--- config.mk ---
export PLATFORM = sky130hd
export DESIGN_NAME = hmc_token_flow_ctrl
export DESIGN_NICKNAME = d
export VERILOG_FILES = /design/src/rtl/hmc_token_flow_ctrl_pkg.sv /design/src/rtl/hmc_token_flow_ctrl_sum.sv /design/src/rtl/hmc_token_flow_ctrl.sv
export SDC_FILE = /design/constraint.sdc
export NUM_CORES = 1
export LEC_CHECK = 0
export CORE_MARGIN = 2
export CORE_UTILIZATION = 40
export CTS_CLUSTER_DIAMETER = 120
export CTS_CLUSTER_SIZE = 25
export DETAILED_ROUTE_END_ITERATION = 12
export PLACE_DENSITY_LB_ADDON = 0.1
export SETUP_SLACK_MARGIN = 0.15
export SKIP_LAST_GASP = 1
export SYNTH_ARGS = -nofsm -noshare
export SYNTH_HDL_FRONTEND = slang
export SYNTH_SLANG_ARGS = --single-unit
export TNS_END_PERCENT = 10
--- constraint.sdc ---
create_clock -name clk_hmc -period 7 [get_ports clk_hmc]
set_clock_uncertainty 0.05 [all_clocks]
set_input_delay 1.4 -clock clk_hmc [delete_from_list [all_inputs] [get_ports clk_hmc]]
set_output_delay 1.4 -clock clk_hmc [all_outputs]
set_load 0.05 [all_outputs]
--- src/rtl/hmc_token_flow_ctrl_pkg.sv ---
// Shared constants and the saturating-add helper for HMC link token accounting.
// Used by the token flow controller and its adder-tree sub-module.
package hmc_flow_pkg;

  localparam int               RTC_W   = 5;
  localparam logic [RTC_W-1:0] RTC_MAX = 5'd31;

  localparam int               LNG_W   = 4;
  localparam logic [LNG_W-1:0] LNG_MIN = 4'd1;
  localparam logic [LNG_W-1:0] LNG_MAX = 4'd9;

  typedef struct packed {
    logic        ovf;
    logic [31:0] val;
  } sat_t;

  // base + inc clamped to lim; ovf flags any result strictly above lim.
  function automatic sat_t sat_add(input logic [31:0] base,
                                   input logic [31:0] inc,
                                   input logic [31:0] lim);
    sat_t        r;
    logic [32:0] s;
    s     = {1'b0, base} + {1'b0, inc};
    r.ovf = (s > {1'b0, lim});
    r.val = r.ovf ? lim : s[31:0];
    return r;
  endfunction

endpackage

--- src/rtl/hmc_token_flow_ctrl_sum.sv ---
// Unregistered adder tree summing N masked W-bit lane values.
// Serves both the returned-RTC sum and, with W=1, the rx_free popcount.
module hmc_token_sum
  import hmc_flow_pkg::*;
#(
  parameter int N  = 4,
  parameter int W  = RTC_W,
  parameter int OW = W + $clog2(N)
) (
  input  logic [N*W-1:0] vals_i,
  input  logic [N-1:0]   mask_i,
  output logic [OW-1:0]  sum_o
);

  logic [OW-1:0] lane_v [N];

  always_comb begin
    for (int i = 0; i < N; i++) begin
      lane_v[i] = mask_i[i] ? OW'(vals_i[i*W +: W]) : '0;
    end
  end

  // Pairwise reduction: each level halves the number of live partial sums.
  localparam int LVLS = (N > 1) ? $clog2(N) : 1;
  localparam int PADN = 1 << LVLS;

  logic [OW-1:0] tree [LVLS+1][PADN];

  always_comb begin
    for (int l = 0; l <= LVLS; l++) begin
      for (int j = 0; j < PADN; j++) begin
        tree[l][j] = '0;
      end
    end
    for (int j = 0; j < N; j++) begin
      tree[0][j] = lane_v[j];
    end
    for (int l = 0; l < LVLS; l++) begin
      for (int j = 0; j < (PADN >> (l + 1)); j++) begin
        tree[l+1][j] = tree[l][2*j] + tree[l][2*j+1];
      end
    end
  end

  assign sum_o = tree[LVLS][0];

endmodule

--- src/rtl/hmc_token_flow_ctrl.sv ---
// Link-layer token accounting: HMC input-buffer credits gating TX issue and
// local RX-buffer tokens owed back to the HMC through the RTC field.
module hmc_token_flow_ctrl
  import hmc_flow_pkg::*;
#(
  parameter int FPW                = 4,
  parameter int LOG_MAX_HMC_TOKENS = 10,
  parameter int LOG_MAX_RX_TOKENS  = 8
) (
  input  logic                          clk_hmc,
  input  logic                          res_n_hmc,
  input  logic                          load_init,
  input  logic [LOG_MAX_HMC_TOKENS:0]   init_hmc_tokens,
  input  logic [LOG_MAX_RX_TOKENS:0]    init_rx_tokens,
  input  logic                          req_valid,
  input  logic [LNG_W-1:0]              req_flits,
  output logic                          req_ready,
  input  logic [FPW-1:0]                hmc_ret_valid,
  input  logic [FPW*RTC_W-1:0]          hmc_ret_rtc,
  input  logic [FPW-1:0]                rx_free,
  input  logic                          rtc_take,
  output logic [RTC_W-1:0]              rtc_out,
  output logic [LOG_MAX_HMC_TOKENS:0]   hmc_tokens,
  output logic [LOG_MAX_RX_TOKENS:0]    rx_pending,
  output logic                          err_hmc_ovf,
  output logic                          err_rx_ovf,
  output logic                          err_bad_len
);

  localparam int HW = LOG_MAX_HMC_TOKENS + 1;
  localparam int RW = LOG_MAX_RX_TOKENS + 1;
  localparam int CW = LOG_MAX_HMC_TOKENS + 5;
  localparam int SW = RTC_W + $clog2(FPW);
  localparam int PW = 1 + $clog2(FPW);

  localparam logic [31:0] HMC_LIM = 32'(1) << LOG_MAX_HMC_TOKENS;
  localparam logic [31:0] RX_LIM  = 32'(1) << LOG_MAX_RX_TOKENS;

  logic [HW-1:0] hmc_q, hmc_d;
  logic [RW-1:0] rx_q, rx_d;
  logic          err_hmc_q, err_hmc_d;
  logic          err_rx_q, err_rx_d;
  logic          err_len_q, err_len_d;

  logic [SW-1:0] ret_sum;
  logic [PW-1:0] free_cnt;
  logic          len_ok;
  logic          fire;
  logic [CW-1:0] hmc_net;
  logic [RW-1:0] rx_net;
  sat_t          hmc_sat;
  sat_t          rx_sat;
  logic          unused_sat_hi;

  hmc_token_sum #(
    .N (FPW),
    .W (RTC_W)
  ) u_ret_sum (
    .vals_i (hmc_ret_rtc),
    .mask_i (hmc_ret_valid),
    .sum_o  (ret_sum)
  );

  hmc_token_sum #(
    .N (FPW),
    .W (1)
  ) u_free_cnt (
    .vals_i (rx_free),
    .mask_i ({FPW{1'b1}}),
    .sum_o  (free_cnt)
  );

  assign len_ok    = (req_flits >= LNG_MIN) && (req_flits <= LNG_MAX);
  // Only the registered count is consulted; same-cycle credits wait a cycle.
  assign req_ready = (hmc_q >= HW'(req_flits)) && len_ok && !load_init;
  assign fire      = req_valid && req_ready;
  assign rtc_out   = (rx_q > RW'(RTC_MAX)) ? RTC_MAX : rx_q[RTC_W-1:0];

  always_comb begin
    hmc_net = CW'(hmc_q) - (fire ? CW'(req_flits) : CW'(0));
    rx_net  = rx_q - (rtc_take ? RW'(rtc_out) : RW'(0));
    hmc_sat = sat_add(32'(hmc_net), 32'(ret_sum), HMC_LIM);
    rx_sat  = sat_add(32'(rx_net), 32'(free_cnt), RX_LIM);

    if (load_init) begin
      hmc_d     = init_hmc_tokens;
      rx_d      = init_rx_tokens;
      err_hmc_d = 1'b0;
      err_rx_d  = 1'b0;
      err_len_d = 1'b0;
    end else begin
      hmc_d     = hmc_sat.val[HW-1:0];
      rx_d      = rx_sat.val[RW-1:0];
      err_hmc_d = err_hmc_q | hmc_sat.ovf;
      err_rx_d  = err_rx_q | rx_sat.ovf;
      err_len_d = err_len_q | (req_valid & ~len_ok);
    end
  end

  // Clamped results never exceed the limit, so the upper bits are always zero.
  assign unused_sat_hi = ^{hmc_sat.val[31:HW], rx_sat.val[31:RW]};

  always_ff @(posedge clk_hmc or negedge res_n_hmc) begin
    if (!res_n_hmc) begin
      hmc_q     <= '0;
      rx_q      <= '0;
      err_hmc_q <= 1'b0;
      err_rx_q  <= 1'b0;
      err_len_q <= 1'b0;
    end else begin
      hmc_q     <= hmc_d;
      rx_q      <= rx_d;
      err_hmc_q <= err_hmc_d;
      err_rx_q  <= err_rx_d;
      err_len_q <= err_len_d;
    end
  end

  assign hmc_tokens  = hmc_q;
  assign rx_pending  = rx_q;
  assign err_hmc_ovf = err_hmc_q;
  assign err_rx_ovf  = err_rx_q;
  assign err_bad_len = err_len_q;

endmodule

; Yosys cells after proc, flatten, opt, wreduce, memory -nomap -nowiden
; Index checks and enable logic that the tools add are counted.
[word_totals]
reg_bits = 23
out_inout_bits = 29
[classes]
bitwise = 5
n_addsub = 10
order_cmp = 6
reduce_logical = 5
muxes = 14
[op_table]
columns = operator, count
row1 = $mux W5, 6
row2 = $mux W11, 2
row3 = $add A7 B7 Y7, 3
row4 = $mux W9, 2
row5 = $add A15 B7 Y16, 1
row6 = $gt A16 B11 Y1 const B, 1
row7 = $sub A11 B4 Y12, 1
row8 = $ge A11 B4 Y1, 1
row9 = $add A9 B3 Y10, 1
row10 = $gt A10 B9 Y1 const B, 1
row11 = $gt A9 B5 Y1 const B, 1
row12 = $sub A9 B5 Y9, 1
row13 = $add A1 B1 Y2, 2
row14 = $ge A4 B1 Y1 const B, 1
row15 = $le A4 B4 Y1 const B, 1
row16 = $logic_and A1 B1 Y1, 4
row17 = $mux W4, 1
row18 = $add A3 B3 Y3, 1
row19 = $mux W1, 3
row20 = $or A1 B1 Y1, 3
row21 = $and A1 B1 Y1, 1
row22 = $logic_not A1 Y1, 1
row23 = $not A1 Y1, 1

; Longest topological paths before layout
[depth]
depth_word = 11
ltp_mapped = 23
ltp_nobuf = 23

; Modules after synthesis
; A second synthesis with hierarchy kept.
[unflattened]
cells_unflattened = 366
area_unflattened_um2 = 3141.8
[by_module_without_submodules]
columns = mod, cells_each, seq_area_each_um2, area_per_inst_um2, n_inst
row1 = hmc_token_flow_ctrl, 296, 575.6, 2555.0, 1
row2 = hmc_token_sum (u_ret_sum), 63, 0.0, 516.7, 1
row3 = hmc_token_sum (u_free_cnt), 7, 0.0, 70.1, 1

; Worst setup path after synthesis
; OpenSTA, ideal clock, no wires.
[synth_path]
path_type = input to register
startpoint = input port req_flits[0]
endpoint = register err_hmc_q (netlist: err_hmc_ovf)
slack_ns = 0.108
setup_ns = 0.146
path_buffers = 0
cell_stages = 22
required_ns = 6.804
arrival_time_ns = 6.696
path_cell_list = ha_1 -> nand2_1 -> a21boi_0 -> o21a_1 -> o21ai_0 -> a211oi_1 -> and3_1 -> inv_1 -> ha_1 -> nor2b_1 -> o31a_1 -> nor3_1 -> xor2_1 -> ha_1 -> or2_2 -> a21o_1 -> o41a_1 -> a2111oi_0 -> a21oi_1 -> xnor2_1 -> o31ai_2 -> a41oi_1
[synth_via]
elab_chain_len = 11
word_cells_on_any_way = 13
classes_between = 2 x add/sub / 4 x order compare / 2 x mux / 1 x bitwise / 4 x reduce/logical
[synth_lines]
columns = item, line_no
row1 = start: declaration, hmc_token_flow_ctrl.sv:16  ; input logic [LNG_W-1:0] req_flits,
row2 = "parallel branches: the longest is 2 deep, another holds $ge A11 B4 Y1", -
row3 = $logic_and A1 B1 Y1 (*) (2 in a row), hmc_token_flow_ctrl.sv:75  ; assign req_ready = (hmc_q >= HW'(req_flits)) && len_ok && !load_init;
row4 = via req_ready, hmc_token_flow_ctrl.sv:17  ; output logic req_ready,
row5 = $logic_and A1 B1 Y1 (*), hmc_token_flow_ctrl.sv:76  ; assign fire = req_valid && req_ready;
row6 = $mux W4 (*), hmc_token_flow_ctrl.sv:80  ; hmc_net = CW'(hmc_q) - (fire ? CW'(req_flits) : CW'(0));
row7 = $sub A11 B4 Y12 (*), hmc_token_flow_ctrl.sv:80
row8 = $add A15 B7 Y16 (*), hmc_token_flow_ctrl_pkg.sv:23  ; s = {1'b0, base} + {1'b0, inc};
row9 = $gt A16 B11 Y1 (*), hmc_token_flow_ctrl_pkg.sv:24  ; r.ovf = (s > {1'b0, lim});
row10 = $or A1 B1 Y1 (*), hmc_token_flow_ctrl.sv:94  ; err_hmc_d = err_hmc_q | hmc_sat.ovf;
row11 = $mux W1 (*), hmc_token_flow_ctrl.sv:85  ; if (load_init) begin
row12 = via err_hmc_d, hmc_token_flow_ctrl.sv:41  ; logic err_hmc_q, err_hmc_d;
row13 = end signal: assignment, hmc_token_flow_ctrl.sv:113  ; err_hmc_q <= err_hmc_d;
row14 = end: declaration, hmc_token_flow_ctrl.sv:41
; Mark *: on every way through the listed nets, which the timed path passes.

; Worst setup path after layout
[layout_path]
startpoint = input port req_flits[1]
endpoint = register hmc_q[1] (netlist: hmc_tokens[1])
[layout_via]
elab_chain_len = 11
word_cells_on_any_way = 13
classes_between = 2 x add/sub / 4 x order compare / 3 x mux / 4 x reduce/logical
[layout_lines]
columns = item, line_no
row1 = "parallel branches: the longest is 5 deep, another holds $ge A11 B4 Y1", -
row2 = $mux W4 (*), hmc_token_flow_ctrl.sv:80
row3 = $sub A11 B4 Y12 (*), hmc_token_flow_ctrl.sv:80
row4 = $add A15 B7 Y16 (*), hmc_token_flow_ctrl_pkg.sv:23
row5 = $gt A16 B11 Y1, hmc_token_flow_ctrl_pkg.sv:24
row6 = $mux W11 (*), hmc_token_flow_ctrl_pkg.sv:25  ; r.val = r.ovf ? lim : s[31:0];
row7 = $mux W11 (*), hmc_token_flow_ctrl.sv:85
row8 = via hmc_d[1], hmc_token_flow_ctrl.sv:39  ; logic [HW-1:0] hmc_q, hmc_d;
row9 = end signal: assignment, hmc_token_flow_ctrl.sv:111  ; hmc_q <= hmc_d;
row10 = end: declaration, hmc_token_flow_ctrl.sv:39
; Marked as above.

==> impl_results.md <==
* Status: completed
* Synth warnings at 0
* Minimum clock period at 6.40 ns
* Critical Path AT at 6.50 ns
* Setup Viol. Count Final at 0
* Most frequently used flop master after synthesis: dfrtp_1
* Die ar. at 8470 µm²
* Row cnt at 32
* Maximum vdd drop at 0.259 mV
* CP top delay family: compound AO/OA/AOI/OAI gates
* Gpl congestion at 0.867
* Ratio of cells with drive above 1 in the final layout at 0.0729
* Register share of total power at 0.154
* TritonCTS clock tree: built
* GRT Util Overall at 0.190
* Hold Path Class: reg2reg
* Commonest cells post-synth: nand2_1, inv_1, ha_1, dfrtp_1, nor2_1
* RR Endpoint: hmc_tokens[1]
* Synth Cell Area at 3100 µm²
* Die Wd at 92.0 µm
* H-tree depth at 1
* CTS Buffer Depth at 2
* Combinational share of power at 0.796
* Yosys top cell by area: dfrtp_1
* Syn_nets at 455
* Largest stage delay, worst path at 0.51 ns
* DP Cell Count at 537
* EDFF count, synth at 0
* CTS buffer count at 3
* Max Fclk at 156 MHz
* Sequential area share after synthesis at 0.186
* Worst setup startpoint: req_flits[1]
* Reg clk slew, reported paths at 0.08 ns
* Cells after Synth at 355
* RSZ-0062 raised after global routing: false
* Die H at 92.0 µm
* Largest net degree at the start of global routing at 33
* Hold wc startpoint: err_bad_len
* Antenna diodes at 0
* Most common cell on crit path: ha_1
* Setup TNS at 0 ns
* Vias at 2971
* Hpwl dp at 6550 µm
* Worst R2R Setup Slack at 1.61 ns
* Fin Hold WS at 0.460 ns
* Clk pwr share at 0.050
* Synthesized flop and latch total at 23
* CP bufs+invs at 3
* Netlist cell types at 76
* DRC viols at 0
* First-pass GRT wire length at 13200 µm
* Initial core utilization at 0.408
* Antenna-violating nets left at 0
* Tightest Pin Transition at 0.658 ns
* Switch share at 0.546
* First drt pass iteration count at 4
* Slowest CP cell: clkdlybuf4s50_1
* Pwr Density at 412 nW/µm²
* Leakage power at 1.78 nW
* WP data required at 7.10 ns
* Slew HR at 0.556
* RR Startpoint: hmc_tokens[8]
* Total grt overflow at 0
* Crit path cell chain: clkdlybuf4s50_1, inv_1, ha_1, a21boi_0, o21a_1, o21ai_0, a211oi_2, and3_1, inv_1, ha_1, nor2b_1, o31a_1, nor3_1, xor2_1, ha_1, or2_2, a21o_1, o41a_1, a2111oi_0, a21oi_1, xnor2_1, o31ai_4, a32o_1
* Vias in the first global route at 2912
* Hold_buf cts at 0
* Async SR Flop Fraction at 1.00
* Most frequent cell after synthesis: nand2_1
* Synth top area share at 0.186
* Critical Path Fanout Max at 6
* Critical path class: in2reg
* Nets at 540
* Cell Count, Final, Fillers Out at 541
* Nature of the critical path endpoint: flip-flop
* WL/cell at 14.8 µm
* Via density at 5.49
* Switching power at 0.000920 W
* CP startpoint kind: input port
* Final Hold Fails at 0
* Postcts setup bufs at 0
* WL final at 8010 µm
* Syn Area/Cell at 8.73 µm²
* Layout area overhead at 32.2%
* Clock latency on the worst-skew pair at 0.26 ns
* Crit share post-route at 0.915
* Initial antenna violation count at 0
* Worst hold endpoint: err_bad_len
* First DRT Iteration DRCs at 88
* Worst Reg2Reg Path Length in Cells at 22
* Clk sinks at 23
* Top cells by area, synth: dfrtp_1, ha_1, fa_1, nand2_1, xnor2_1
* Core area at 7610 µm²
* Slew Limit Fails at 0
* Cell-internal power at 0.000766 W
* WHS Path Cells at 2
* Input/output buffers at 85
* I/O Pins at 86
* Root Buffer Master: clkbuf_8
* Max cap viols at 0
-- layout make-up --
type / instances / area, µm²
Clock buffer: 4 / 45.0
Fill cell: 735 / 3510
Inverter: 34 / 128
Multi-Input combinational cell: 288 / 2330
Sequential cell: 23 / 576
Tap cell: 102 / 128
Timing Repair Buffer: 90 / 888
-- how the worst max path moves through the flow --
stage	to	slack (ns)	cells past startpoint
floorplan	err_hmc_ovf	0.63	22
detailed placement	err_hmc_ovf	0.21	23
finish	hmc_tokens[1]	0.60	23
global placement	err_hmc_ovf	0.38	23
CTS	hmc_tokens[3]	0.50	23
global route	hmc_tokens[3]	0.20	23
-- cells by family (layout without fill, tap and decap cells) --
group	after synthesis	after routing	share of synthesized area
mux	3	3	0.0145
buf+inv	44	128	0.0662
flops	23	23	0.186
fa+ha+maj	43	43	0.207
compound gates	98	98	0.246
simple gates	122	122	0.218
xor+xnor	22	22	0.0621
-- cell usage in the layout, fill, tap and decap left out, drive strengths merged, types with 2 or more instances in the layout --
cell type / count
o21a: 5
o41ai: 5
or4: 2
a32o: 5
a22oi: 2
nor2: 21
nor2b: 5
o221ai: 2
nand2: 36
clkdlybuf4s50: 85
a22o: 4
nand4: 2
xor2: 7
fa: 14
nand2b: 6
a21o: 4
clkbuf: 4
a41oi: 2
mux2: 2
or2: 4
xnor2: 15
buf: 5
nand3b: 2
ha: 29
o21ai: 19
nand3: 2
a211oi: 3
nor4: 7
o31a: 4
or3: 3
nor3: 10
inv: 34
a21oi: 18
and3: 5
o31ai: 7
dfrtp: 23
and2: 12
-- through the flow --
step	cell area, µm²	util	worst slack (ns)	power, W
global route	4100	0.539	0.203	0.00182
CTS	4090	0.538	0.499	0.00168
detailed placement	4040	0.532	0.212	0.00159
global placement	4040	0.532	0.385	0.00158
finish	4100	0.539	0.595	0.00169
floorplan	3110	-	0.632	0.00125
-- registers in the layout, summed over array words and instances, names as in the netlist --
signal	flops
err_rx_ovf	1
err_hmc_ovf	1
rx_pending	9
hmc_tokens	11
err_bad_len	1
-- power groups by stage --
| stage | registers [W] | logic [W] | clock network [W] |
|---|---|---|---|
| CTS | 0.000260 | 0.00134 | 0.0000878 |
| floorplan | 0.000389 | 0.000860 | 0 |
| global placement | 0.000262 | 0.00132 | 0 |
| detailed placement | 0.000262 | 0.00133 | 0 |
| global route | 0.000270 | 0.00146 | 0.0000915 |
| finish | 0.000259 | 0.00134 | 0.0000841 |
-- routing by layer --
metal / global-route usage / wire, µm / vias up
met5: 0 / 0 / -
met4: 0.0485 / 134 / 0
met3: 0.0148 / 279 / 10
met2: 0.360 / 4240 / 74
met1: 0.230 / 3350 / 1426
li1: - / - / 1461
-- timing repair --
item	4_1_cts	5_1_grt
endpoints found under the hold margin	0	0
endpoints found under the setup margin	0	6
resized for setup	0	1
-- tightest hold or removal path, cell delays in order, from the launching register on --
cell and delay [ns]:
dfrtp_1 0.36, a21oi_1 0.05, nor2_1 0.07
No activity file was read; power rests on OpenSTA's default activity.
